## config.mk

```make
export PLATFORM = sky130hd
export DESIGN_NAME = pipeline_hazard_ctrl
export DESIGN_NICKNAME = d
export VERILOG_FILES = /design/src/rtl/rv32i_types.sv /design/src/rtl/pipeline_hazard_ctrl_sat_counter.sv /design/src/rtl/pipeline_hazard_ctrl.sv
export SDC_FILE = /design/constraint.sdc
export NUM_CORES = 1
export LEC_CHECK = 0
export CAP_MARGIN = 20
export CORE_MARGIN = 1
export CORE_UTILIZATION = 38
export CTS_BUF_LIST = sky130_fd_sc_hd__clkbuf_16
export CTS_CLUSTER_DIAMETER = 120
export DETAILED_ROUTE_END_ITERATION = 12
export PLACE_DENSITY_LB_ADDON = 0.15
export SYNTH_ARGS = -nofsm -noshare
export SYNTH_HDL_FRONTEND = slang
export SYNTH_SLANG_ARGS = --single-unit
```

## constraint.sdc

```tcl
create_clock -name clk -period 2.3 [get_ports clk]
set_input_delay 0.46 -clock clk [delete_from_list [all_inputs] [get_ports clk]]
set_output_delay 0.46 -clock clk [all_outputs]
set_load 0.02 [all_outputs]
```

## src/rtl/rv32i_types.sv

```systemverilog
// -----------------------------------------------------------------------------
// rv32i_types
// Types shared by the pipeline control blocks.
//   hz_state_t   : outstanding-request state of the hazard sequencer. The
//                  encoding is {i_pend, d_pend}, so the two pending flags can
//                  be read straight off the state bits.
//   stage_ctrl_t : per-stage hold enables plus ID/EX bubble and IF/ID flush.
// -----------------------------------------------------------------------------
package rv32i_types;

  typedef enum logic [1:0] {
    IDLE    = 2'b00,
    WAIT_D  = 2'b01,
    WAIT_I  = 2'b10,
    WAIT_ID = 2'b11
  } hz_state_t;

  typedef struct packed {
    logic stall_if;
    logic stall_id;
    logic stall_ex;
    logic stall_mm;
    logic stall_wb;
    logic bubble_ex;
    logic flush_if_id;
  } stage_ctrl_t;

  // Every stage holds, nothing is killed: used while a memory access is in flight.
  localparam stage_ctrl_t CTRL_HOLD_ALL = '{
    stall_if: 1'b1, stall_id: 1'b1, stall_ex: 1'b1, stall_mm: 1'b1, stall_wb: 1'b1,
    bubble_ex: 1'b0, flush_if_id: 1'b0
  };

endpackage

```

## src/rtl/pipeline_hazard_ctrl_sat_counter.sv

```systemverilog
// -----------------------------------------------------------------------------
// sat_counter
// Up-counter that sticks at MAX. clr_i has priority over en_i.
// Ports:
//   clk, rst : clock, synchronous active-high reset (count -> 0)
//   en_i     : increment this cycle (ignored once q_o == MAX)
//   clr_i    : return to zero this cycle
//   q_o      : current count
// -----------------------------------------------------------------------------
module sat_counter #(
  parameter int unsigned W   = 8,
  parameter logic [W-1:0] MAX = '1
) (
  input  logic         clk,
  input  logic         rst,
  input  logic         en_i,
  input  logic         clr_i,
  output logic [W-1:0] q_o
);

  logic [W-1:0] q_q;
  logic [W-1:0] q_d;

  always_comb begin
    // NOTE: next-state gets a default before any branch so no path leaves it unassigned (no latch).
    q_d = q_q;
    if (clr_i) begin
      q_d = '0;
    end else if (en_i && (q_q != MAX)) begin
      q_d = q_q + W'(1);
    end
  end

  always_ff @(posedge clk) begin
    // NOTE: state registers update with non-blocking assignments only.
    if (rst) q_q <= '0;
    else     q_q <= q_d;
  end

  assign q_o = q_q;

endmodule

```

## src/rtl/pipeline_hazard_ctrl.sv

```systemverilog
// -----------------------------------------------------------------------------
// pipeline_hazard_ctrl
// Stall/flush sequencer for the 5-stage rv32i pipeline (IF/ID/EX/MM/WB).
// Tracks one outstanding imem and one outstanding dmem request, holds the whole
// pipe while either is unanswered, and otherwise resolves EX redirects (flush
// IF/ID, bubble ID/EX) ahead of load-use hazards (hold IF/ID, bubble ID/EX).
// A fetch issued in the same cycle as an accepted redirect is wrong-path: its
// response is flagged for dropping and a refetch pulse follows one cycle later.
//
// Ports:
//   clk, rst                 clock, synchronous active-high reset
//   imem_req_i / imem_resp_i fetch request pulse / fetch response valid
//   dmem_req_i / dmem_resp_i MM load/store pulse / data response valid
//   load_use_i               ID reads rd of a load in EX
//   redirect_i               EX resolves a taken branch/jump
//   stall_{if,id,ex,mm,wb}_o per-stage hold enables
//   bubble_ex_o              load ID/EX with an invalid NOP
//   flush_if_id_o            invalidate IF/ID
//   imem_resp_drop_o         current imem response is wrong-path
//   refetch_o                one-cycle pulse: reissue fetch at redirected PC
//   err_protocol_o           sticky: second request on a side already pending
//   err_timeout_o            sticky: TIMEOUT_CYCLES consecutive memory-stall cycles
//   perf_*_o                 event counters, present only with PERF_CNT_EN defined;
//                            otherwise tied to zero
// Configuration macro: PERF_CNT_EN
// -----------------------------------------------------------------------------
module pipeline_hazard_ctrl
  import rv32i_types::*;
#(
  parameter int unsigned TIMEOUT_CYCLES = 1024,
  parameter int unsigned PERF_W         = 32
) (
  input  logic              clk,
  input  logic              rst,
  input  logic              imem_req_i,
  input  logic              imem_resp_i,
  input  logic              dmem_req_i,
  input  logic              dmem_resp_i,
  input  logic              load_use_i,
  input  logic              redirect_i,
  output logic              stall_if_o,
  output logic              stall_id_o,
  output logic              stall_ex_o,
  output logic              stall_mm_o,
  output logic              stall_wb_o,
  output logic              bubble_ex_o,
  output logic              flush_if_id_o,
  output logic              imem_resp_drop_o,
  output logic              refetch_o,
  output logic              err_protocol_o,
  output logic              err_timeout_o,
  output logic [PERF_W-1:0] perf_mem_stall_o,
  output logic [PERF_W-1:0] perf_lu_bubble_o,
  output logic [PERF_W-1:0] perf_flush_o
);

  localparam int unsigned CNT_W = $clog2(TIMEOUT_CYCLES + 1);

  hz_state_t   state_q, state_d;
  logic        i_pend, d_pend, i_pend_d, d_pend_d;
  logic        mem_stall, redirect_acc, lu_acc;
  logic        drop_q, drop_d;
  logic        refetch_q, refetch_d;
  logic        err_protocol_q, err_protocol_d;
  logic        err_timeout_q, err_timeout_d;
  logic [CNT_W-1:0] stall_cnt_q;
  stage_ctrl_t ctrl;

  // Next-state and stage control.
  always_comb begin
    i_pend = 1'b0;
    d_pend = 1'b0;
    case (state_q)
      WAIT_I:  i_pend = 1'b1;
      WAIT_D:  d_pend = 1'b1;
      WAIT_ID: begin
        i_pend = 1'b1;
        d_pend = 1'b1;
      end
      default: ;
    endcase

    // A response retires the pending request; a request in the same cycle re-arms it.
    // A request with one still unanswered leaves the flag set and raises the error.
    i_pend_d = (i_pend & ~imem_resp_i) | imem_req_i;
    d_pend_d = (d_pend & ~dmem_resp_i) | dmem_req_i;
    state_d  = hz_state_t'({i_pend_d, d_pend_d});

    // Released in the very cycle the response arrives.
    mem_stall    = (i_pend & ~imem_resp_i) | (d_pend & ~dmem_resp_i);
    redirect_acc = ~mem_stall & redirect_i;
    lu_acc       = ~mem_stall & ~redirect_i & load_use_i;

    ctrl = '0;
    if (mem_stall) begin
      ctrl = CTRL_HOLD_ALL;
    end else if (redirect_acc) begin
      ctrl.flush_if_id = 1'b1;
      ctrl.bubble_ex   = 1'b1;
    end else if (lu_acc) begin
      ctrl.stall_if  = 1'b1;
      ctrl.stall_id  = 1'b1;
      ctrl.bubble_ex = 1'b1;
    end
    // Fetch must not advance until the wrong-path response has been swallowed.
    if (drop_q) ctrl.stall_if = 1'b1;

    drop_d    = (drop_q & ~imem_resp_i) | (imem_req_i & redirect_acc);
    refetch_d = drop_q & imem_resp_i;

    err_protocol_d = err_protocol_q
                   | (imem_req_i & i_pend & ~imem_resp_i)
                   | (dmem_req_i & d_pend & ~dmem_resp_i);
    // The count is about to reach TIMEOUT_CYCLES when it stands one short and we stall again.
    err_timeout_d  = err_timeout_q
                   | (mem_stall & (stall_cnt_q >= CNT_W'(TIMEOUT_CYCLES - 1)));
  end

  always_ff @(posedge clk) begin
    if (rst) begin
      state_q        <= IDLE;
      drop_q         <= 1'b0;
      refetch_q      <= 1'b0;
      err_protocol_q <= 1'b0;
      err_timeout_q  <= 1'b0;
    end else begin
      state_q        <= state_d;
      drop_q         <= drop_d;
      refetch_q      <= refetch_d;
      err_protocol_q <= err_protocol_d;
      err_timeout_q  <= err_timeout_d;
    end
  end

  sat_counter #(
    .W   (CNT_W),
    .MAX (CNT_W'(TIMEOUT_CYCLES))
  ) u_stall_cnt (
    .clk   (clk),
    .rst   (rst),
    .en_i  (mem_stall),
    .clr_i (~mem_stall),
    .q_o   (stall_cnt_q)
  );

  // NOTE: reset is synchronous, so registers still hold stale values during the rst cycle;
  // outputs are masked with rst to read as zero for the whole time reset is asserted.
  assign stall_if_o       = ~rst & ctrl.stall_if;
  assign stall_id_o       = ~rst & ctrl.stall_id;
  assign stall_ex_o       = ~rst & ctrl.stall_ex;
  assign stall_mm_o       = ~rst & ctrl.stall_mm;
  assign stall_wb_o       = ~rst & ctrl.stall_wb;
  assign bubble_ex_o      = ~rst & ctrl.bubble_ex;
  assign flush_if_id_o    = ~rst & ctrl.flush_if_id;
  assign imem_resp_drop_o = ~rst & drop_q & imem_resp_i;
  assign refetch_o        = ~rst & refetch_q;
  assign err_protocol_o   = ~rst & err_protocol_q;
  assign err_timeout_o    = ~rst & err_timeout_q;

`ifdef PERF_CNT_EN
  logic [PERF_W-1:0] perf_mem_stall_q, perf_lu_bubble_q, perf_flush_q;

  sat_counter #(.W(PERF_W)) u_perf_mem_stall (
    .clk(clk), .rst(rst), .en_i(mem_stall), .clr_i(1'b0), .q_o(perf_mem_stall_q)
  );
  sat_counter #(.W(PERF_W)) u_perf_lu_bubble (
    .clk(clk), .rst(rst), .en_i(lu_acc), .clr_i(1'b0), .q_o(perf_lu_bubble_q)
  );
  sat_counter #(.W(PERF_W)) u_perf_flush (
    .clk(clk), .rst(rst), .en_i(redirect_acc), .clr_i(1'b0), .q_o(perf_flush_q)
  );

  assign perf_mem_stall_o = rst ? '0 : perf_mem_stall_q;
  assign perf_lu_bubble_o = rst ? '0 : perf_lu_bubble_q;
  assign perf_flush_o     = rst ? '0 : perf_flush_q;
`else
  assign perf_mem_stall_o = '0;
  assign perf_lu_bubble_o = '0;
  assign perf_flush_o     = '0;
`endif

endmodule

```

==> results of run 1 <==
==> sequential cells by signal, summed over array words and instances, names as in the netlist <==
signal	count
state_q	2
drop_q	1
u_stall_cnt.q_o	11
err_timeout_q	1
err_protocol_q	1
refetch_q	1
==> kinds of logic after synthesis <==
family / after synthesis / synth area share
AO/OA/AOI/OAI: 9 / 0.03786
flip-flops: 17 / 0.2145
XOR/XNOR: 9 / 0.04968
AND/OR/NAND/NOR: 54 / 0.1916
other: 1 / 0.002364
adder cells (fa/ha/maj): 2 / 0.01577
buffers and inverters: 106 / 0.4882
==> cells in the mapped netlist <==
| library cell | count |
|---|---|
| sky130_fd_sc_hd__buf_4 | 98 |
| sky130_fd_sc_hd__nor2_1 | 21 |
| sky130_fd_sc_hd__dfxtp_1 | 17 |
| sky130_fd_sc_hd__nand2_1 | 6 |
| sky130_fd_sc_hd__inv_1 | 5 |
| sky130_fd_sc_hd__nor2b_1 | 5 |
| sky130_fd_sc_hd__xor2_1 | 5 |
| sky130_fd_sc_hd__a21oi_1 | 4 |
| sky130_fd_sc_hd__nand2b_1 | 4 |
| sky130_fd_sc_hd__nand3_1 | 4 |
| sky130_fd_sc_hd__nand4_1 | 4 |
| sky130_fd_sc_hd__xnor2_1 | 4 |
| sky130_fd_sc_hd__ha_1 | 2 |
| sky130_fd_sc_hd__nor3_1 | 2 |
| sky130_fd_sc_hd__o31ai_1 | 2 |
| sky130_fd_sc_hd__a21o_1 | 1 |
| sky130_fd_sc_hd__a221oi_1 | 1 |
| sky130_fd_sc_hd__and3_1 | 1 |
| sky130_fd_sc_hd__and3_2 | 1 |
| sky130_fd_sc_hd__and4_1 | 1 |
| sky130_fd_sc_hd__buf_2 | 1 |
| sky130_fd_sc_hd__buf_6 | 1 |
| sky130_fd_sc_hd__clkbuf_1 | 1 |
| sky130_fd_sc_hd__conb_1 | 1 |
| sky130_fd_sc_hd__nand3b_1 | 1 |
| sky130_fd_sc_hd__nand4b_2 | 1 |
| sky130_fd_sc_hd__nor3_2 | 1 |
| sky130_fd_sc_hd__nor4_4 | 1 |
| sky130_fd_sc_hd__nor4b_2 | 1 |
| sky130_fd_sc_hd__o22a_1 | 1 |
==> cell usage in the layout (no fill, tap or decap), types with 2 or more instances in the layout <==
master | Yosys | final
sky130_fd_sc_hd__conb_1 | 1 | 96
sky130_fd_sc_hd__nor2_1 | 21 | 21
sky130_fd_sc_hd__dfxtp_1 | 17 | 17
sky130_fd_sc_hd__clkdlybuf4s50_1 | 0 | 7
sky130_fd_sc_hd__nand2_1 | 6 | 6
sky130_fd_sc_hd__buf_4 | 98 | 6
sky130_fd_sc_hd__inv_1 | 5 | 5
sky130_fd_sc_hd__nor2b_1 | 5 | 5
sky130_fd_sc_hd__xor2_1 | 5 | 5
sky130_fd_sc_hd__nand2b_1 | 4 | 4
sky130_fd_sc_hd__nand3_1 | 4 | 4
sky130_fd_sc_hd__xnor2_1 | 4 | 4
sky130_fd_sc_hd__nand4_1 | 4 | 4
sky130_fd_sc_hd__dlygate4sd2_1 | 0 | 4
sky130_fd_sc_hd__a21oi_1 | 4 | 3
sky130_fd_sc_hd__clkbuf_16 | 0 | 3
sky130_fd_sc_hd__dlymetal6s2s_1 | 0 | 3
sky130_fd_sc_hd__clkbuf_2 | 0 | 3
sky130_fd_sc_hd__nor3_1 | 2 | 2
sky130_fd_sc_hd__o31ai_1 | 2 | 2
sky130_fd_sc_hd__ha_1 | 2 | 2
==> where the power goes <==
part / switching, mW / internal [mW]
clock network: 0.117 / 0.235
registers: 0.00411 / 0.301
logic: 0.178 / 0.0365
==> critical path, cell delays in order <==
cell and delay [ns]:
sky130_fd_sc_hd__clkdlybuf4s50_1 0.43, sky130_fd_sc_hd__nand2b_1 0.15, sky130_fd_sc_hd__nand2_1 0.15, sky130_fd_sc_hd__a21oi_2 0.06, sky130_fd_sc_hd__a21oi_1 0.15, sky130_fd_sc_hd__clkdlybuf4s15_1 0.32
==> layout make-up <==
class | count | area, um2 | area share
well taps | 50 | 62.56 | 0.04039
clock buffers | 3 | 75.07 | 0.04847
repair buffers | 24 | 212.7 | 0.1373
clock inverters | 1 | 7.507 | 0.004847
inverters | 5 | 18.77 | 0.01212
flip-flops and latches | 17 | 340.3 | 0.2197
multi-input cells | 170 | 832.0 | 0.5372
==> worst max path at each step <==
stage	cells after the start	startpoint	slack (ns)	endpoint
after detailed placement	6	dmem_resp_i	-0.19	stall_if_o
after global placement	5	dmem_resp_i	-0.17	bubble_ex_o
after CTS	5	imem_resp_i	0.02	imem_resp_drop_o
after floorplan	5	imem_resp_i	0.63	stall_mm_o
after global routing	5	dmem_resp_i	0.02	bubble_ex_o
final	6	dmem_resp_i	0.11	stall_if_o
==> routing by layer <==
metal	vias up	GRT usage	wire [um]
met5	-	0	0
met4	0	0.04787	44
met3	4	0.01541	164
met2	63	0.1540	953
met1	426	0.1116	918
li1	481	-	-
==> results.md, run 1 <==
| Quantity | This run | Unit |
|:---|:---|:---|
| Highest Clock Rate | 0.4574 | GHz |
| Yosys cell types | 30 | - |
| Area of the mapped netlist | 1587 | um2 |
| First-pass GRT wire length | 3139 | um |
| Area growth from synthesis to layout | -2.366 | % |
| Maximum clock skew at final layout | 0.003134 | ns |
| TritonCTS Buffers | 3 | - |
| Cell taking the most area after synthesis | sky130_fd_sc_hd__buf_4 | - |
| Part of the Yosys area used for sequential elements | 0.2145 | - |
| CTS tree | built | - |
| CTS Hold Bufs | 0 | - |
| Later-pin clock latency in the skew report | 0.25 | ns |
| Setup slack at placement | -0.1865 | ns |
| Detailed-route via count | 974 | - |
| Cell depth of the worst min-delay path | 2 | - |
| Cell Area, Placed | 1475 | um2 |
| Cell at the root of the clock tree | sky130_fd_sc_hd__clkbuf_16 | - |
| Chip width | 66.62 | um |
| Tightest Hold Check Type | reg2reg | - |
| Register-to-Register Setup Slack | 0.93 | ns |
| Share of Yosys cell area claimed by the top area cell type | 0.4637 | - |
| Leakage dissipation | 0.8202 | nW |
| Half-perimeter wire length after placement | 1621 | um |
| VDD IR max | 0.0002114 | V |
| Bufs on Longest Clock Path | 2 | - |
| Number of levels in the clock H-tree | 1 | - |
| Top cells by area, synth | sky130_fd_sc_hd__buf_4 (46%), sky130_fd_sc_hd__dfxtp_1 (21%), sky130_fd_sc_hd__nor2_1 (5.0%) | - |
| Worst Hold Endpoint | refetch_q | - |
| Vias in the first global route | 725 | - |
| Port buffer count | 18 | - |
| Maximum number of pins on one net before global-route repair | 13 | - |
| Remaining Overflow, GRT | 0 | - |
| RSZ-0062 raised after global routing | no | - |
| Number of placement rows | 23 | - |
| Post-CTS setup repair buffer count | 0 | - |
| Status | complete, no violations | - |
| Layout cells sized above 1 | 0.08636 | - |
| Net count, final | 231 | - |
| Post-layout instance count excluding filler cells | 270 | - |
| R2r startpoint | u_stall_cnt.q_o[0] | - |
| Die Area | 4438 | um2 |
| Critical path arrival | 1.73 | ns |
| Pins Over Slew Limit | 0 | - |
| HP Start | drop_q | - |
| Average wire per cell in the routed design | 7.704 | um |
| Crit path kind | in2out | - |
| Final weighted congestion in routability-driven placement | 0.7004 | - |
| Slack of the critical path | 0.1137 | ns |
| Worst-path fanout max | 5 | - |
| Power density relative to cell area | 562.4 | nW/um2 |
| Count of max-cap constraint violations | 0 | - |
| Routed via count divided by cell count | 3.607 | - |
| Final setup TNS | 0 | ns |
| CTS Sinks | 17 | - |
| Floorplan core area | 4000 | um2 |
| Antenna violations before repair | 0 | - |
| Layout filler cell count | 454 | - |
| Final Instance Area | 1549 | um2 |
| Placed instance count | 266 | - |
| Final cell utilization of the core | 0.3872 | - |
| Worst hold slack after final layout | 0.4562 | ns |
| Post-CTS resize count | 8 | - |
| Time the worst path needs with I/O delays and setup | 2.186 | ns |
| DR iter-0 viols | 49 | - |
| Gate Count Post-Synth | 198 | - |
| Number of remaining DRC errors | 0 | - |
| DRT Wirelength | 2080 | um |
| Die Ht | 66.62 | um |
| Ports placed on the boundary | 115 | - |
| Mean area per synthesized cell | 8.013 | um2 |
| Number of search-and-repair iterations in the first detailed-routing pass | 4 | - |
| Nature of the critical path startpoint | input pin | - |
| GRT Util Overall | 0.09211 | - |
| Number of antenna cells inserted | 0 | - |
| Total count of hold-check failures in the final report | 0 | - |
| Clock transition at the register clock pins on the worst setup and hold paths after CTS | 0.05 | ns |
| Routed Antenna Nets | 0 | - |
| End of the worst register-to-register path | u_stall_cnt.q_o[10] | - |
| Ys Warns | 0 | - |
| Worst endpoint required time | 1.84 | ns |
| Worst R2R Path Depth | 5 | - |
| Post-layout power | 871.1 | uW |
| Final setup violation count | 0 | - |
| Final period utilization | 0.9506 | - |
| Number of flip-flops and latches in the synthesized netlist | 17 | - |
| Nature of the critical path endpoint | output pin | - |
| Initial Utilization | 0.3966 | - |
Power figures use the tool's default switching activity.
==> run 2, diff against run 1 <==
--- a/config.mk
+++ b/config.mk
@@ -12,6 +12,7 @@
 export CTS_CLUSTER_DIAMETER = 120
 export DETAILED_ROUTE_END_ITERATION = 12
 export PLACE_DENSITY_LB_ADDON = 0.15
+export SKIP_LAST_GASP = 1
 export SYNTH_ARGS = -nofsm -noshare
 export SYNTH_HDL_FRONTEND = slang
 export SYNTH_SLANG_ARGS = --single-unit
==> run 2 against run 1 <==
  * Maximum frequency is 0.91% lower
  * Non-clock buffer count unchanged
  * Clock power about the same
  * Cell count unchanged
  * Worst setup slack worse by 0.020 ns
  * Power barely moved
==> results.md, run 2 (synthesis results as in run 1) <==
| Quantity | This run | Unit | vs previous |
|:---|:---|:---|:---|
| Most common cell after layout, fill and taps aside | sky130_fd_sc_hd__conb_1 | - | unchanged |
| Clock transition at the register clock pins on the worst setup and hold paths after CTS | 0.05 | ns | about the same |
| DRT Wirelength | 2079 | um | was 2080 um |
| Die Ht | 66.62 | um | unchanged |
| Layout cells sized above 1 | 0.08182 | - | was 0.08636 |
| Area growth from synthesis to layout | -2.129 | % | was -2.366% |
| Worst R2R Path Depth | 5 | - | unchanged |
| Routed Antenna Nets | 0 | - | unchanged |
| Leading cell types in the layout, fill and taps excluded | sky130_fd_sc_hd__conb_1 (96), sky130_fd_sc_hd__nor2_1 (21), sky130_fd_sc_hd__dfxtp_1 (17) | - | unchanged |
| Remaining Overflow, GRT | 0 | - | unchanged |
| Floorplan core area | 4000 | um2 | unchanged |
| Post-layout power | 871.2 | uW | was 871.1 uW |
| Cells along the critical path | clkdlybuf4s50_1 > nand2b_1 > nand2_1 > a21oi_2 > a21oi_1 > dlygate4sd2_1 | - | was clkdlybuf4s50_1 > nand2b_1 > nand2_1 > a21oi_2 > a21oi_1 > clkdlybuf4s15_1 |
| Layout filler cell count | 454 | - | unchanged |
| Count of max-cap constraint violations | 0 | - | unchanged |
| Half-perimeter wire length after placement | 1621 | um | unchanged |
| Placed instance count | 266 | - | unchanged |
| DR iter-0 viols | 49 | - | unchanged |
| Routed via count divided by cell count | 3.607 | - | unchanged |
| Critical path arrival | 1.75 | ns | was 1.73 ns |
| Tightest Hold Check Type | reg2reg | - | unchanged |
| VDD IR max | 0.0002115 | V | was 0.0002114 V |
| Net count, final | 231 | - | unchanged |
| R2r startpoint | u_stall_cnt.q_o[0] | - | unchanged |
| Worst hold slack after final layout | 0.4562 | ns | unchanged |
| Cell Area, Placed | 1475 | um2 | unchanged |
| Antenna violations before repair | 0 | - | unchanged |
| Status | complete, no violations | - | unchanged |
| Time the worst path needs with I/O delays and setup | 2.206 | ns | was 2.186 ns |
| Worst-path fanout max | 5 | - | unchanged |
| Maximum number of pins on one net before global-route repair | 13 | - | unchanged |
| Cell depth of the worst min-delay path | 2 | - | unchanged |
| Final setup violation count | 0 | - | unchanged |
| Later-pin clock latency in the skew report | 0.25 | ns | about the same |
| Nature of the critical path startpoint | input pin | - | unchanged |
| First-pass GRT wire length | 3139 | um | unchanged |
| CTS Sinks | 17 | - | unchanged |
| Final period utilization | 0.9593 | - | was 0.9506 |
| Register-to-Register Setup Slack | 0.93 | ns | about the same |
| HP Start | drop_q | - | unchanged |
| Maximum clock skew at final layout | 0.003134 | ns | unchanged |
| TritonCTS Buffers | 3 | - | unchanged |
| Number of placement rows | 23 | - | unchanged |
| Detailed-route via count | 974 | - | unchanged |
| Average wire per cell in the routed design | 7.700 | um | was 7.704 um |
| Final Instance Area | 1553 | um2 | was 1549 um2 |
| CTS tree | built | - | unchanged |
| Bufs on Longest Clock Path | 2 | - | unchanged |
| Standard cell with the maximum stage delay on the critical path | sky130_fd_sc_hd__clkdlybuf4s50_1 | - | unchanged |
| Power density relative to cell area | 561.1 | nW/um2 | was 562.4 nW/um2 |
| Ports placed on the boundary | 115 | - | unchanged |
| Initial Utilization | 0.3966 | - | unchanged |
| Cell at the root of the clock tree | sky130_fd_sc_hd__clkbuf_16 | - | unchanged |
| Final weighted congestion in routability-driven placement | 0.7004 | - | unchanged |
| Die Area | 4438 | um2 | unchanged |
| Worst Hold Endpoint | refetch_q | - | unchanged |
| Flip-flop count of the largest register, all copies and words added | 11 | - | unchanged |
| End of the worst register-to-register path | u_stall_cnt.q_o[10] | - | unchanged |
| Final cell utilization of the core | 0.3882 | - | was 0.3872 |
| Port buffer count | 18 | - | unchanged |
| Crit path kind | in2out | - | unchanged |
| Worst endpoint required time | 1.84 | ns | about the same |
| GRT Util Overall | 0.09211 | - | unchanged |
| Post-layout instance count excluding filler cells | 270 | - | unchanged |
| Number of search-and-repair iterations in the first detailed-routing pass | 4 | - | unchanged |
| Slowest cell delay on critical path | 0.43 | ns | about the same |
| Vias in the first global route | 725 | - | unchanged |
| Total count of hold-check failures in the final report | 0 | - | unchanged |
| RSZ-0062 raised after global routing | yes | - | was no |
| Chip width | 66.62 | um | unchanged |
| Leakage dissipation | 0.8224 | nW | was 0.8202 nW |
| Pins Over Slew Limit | 0 | - | unchanged |
| Nature of the critical path endpoint | output pin | - | unchanged |
| Number of levels in the clock H-tree | 1 | - | unchanged |
| Number of antenna cells inserted | 0 | - | unchanged |
| Highest Clock Rate | 0.4532 | GHz | was 0.4574 GHz |
| Number of remaining DRC errors | 0 | - | unchanged |
## run 2: stage by stage
stage                     setup TNS, ns  worst slack, ns
after global placement           -1.083          -0.1735
final                                 0          0.09355
after floorplan                       0           0.6334
after detailed placement         -1.053          -0.1865
after global routing           -0.01347        -0.008076
after CTS                             0          0.01764
## run 2: layer usage
metal / share of wire / global-route usage / vias up
li1: - / - / 481
met1: 0.44 / 0.1116 / 426
met2: 0.46 / 0.1540 / 63
met3: 0.078 / 0.01541 / 4
met4: 0.021 / 0.04787 / 0
met5: 0 / 0 / -
## run 2: how the worst max path moves through the flow
| stage | start | end | slack [ns] | depth (start not counted) |
|---|---|---|---|---|
| detailed placement | dmem_resp_i | stall_if_o | -0.19 | 6 |
| CTS | imem_resp_i | imem_resp_drop_o | 0.02 | 5 |
| finish | dmem_resp_i | stall_if_o | 0.09 | 6 |
| global route | dmem_resp_i | stall_wb_o | -0.008 | 6 |
| floorplan | imem_resp_i | stall_mm_o | 0.63 | 5 |
| global placement | dmem_resp_i | bubble_ex_o | -0.17 | 5 |
## run 2: where the power goes
| group | total [mW] | switching (mW) | internal, mW |
|---|---|---|---|
| combinational | 0.214 | 0.178 | 0.0366 |
| clock | 0.352 | 0.117 | 0.235 |
| sequential | 0.305 | 0.00411 | 0.301 |
## run 2: timing repair
action	4_1_cts	5_1_grt
setup buffers	0	0
hold buffers	0	0
resized for setup	8	9
setup endpoints to repair	8	7
## run 2: worst max-delay path, delay by kind of cell
| family | cells | cell delay (ns) |
|---|---|---|
| buffers and inverters | 2 | 0.78 |
| AND/OR/NAND/NOR | 2 | 0.30 |
| AO/OA/AOI/OAI | 2 | 0.21 |
## run 2: final cells by class
cell class / instances / area (um2) / area share
Multi-Input combinational cell: 170 / 832.0 / 0.5359
Tap cell: 50 / 62.56 / 0.04029
Clock inverter: 1 / 7.507 / 0.004835
Sequential cell: 17 / 340.3 / 0.2192
Inverter: 5 / 18.77 / 0.01209
Clock buffer: 3 / 75.07 / 0.04835
Timing Repair Buffer: 24 / 216.5 / 0.1394
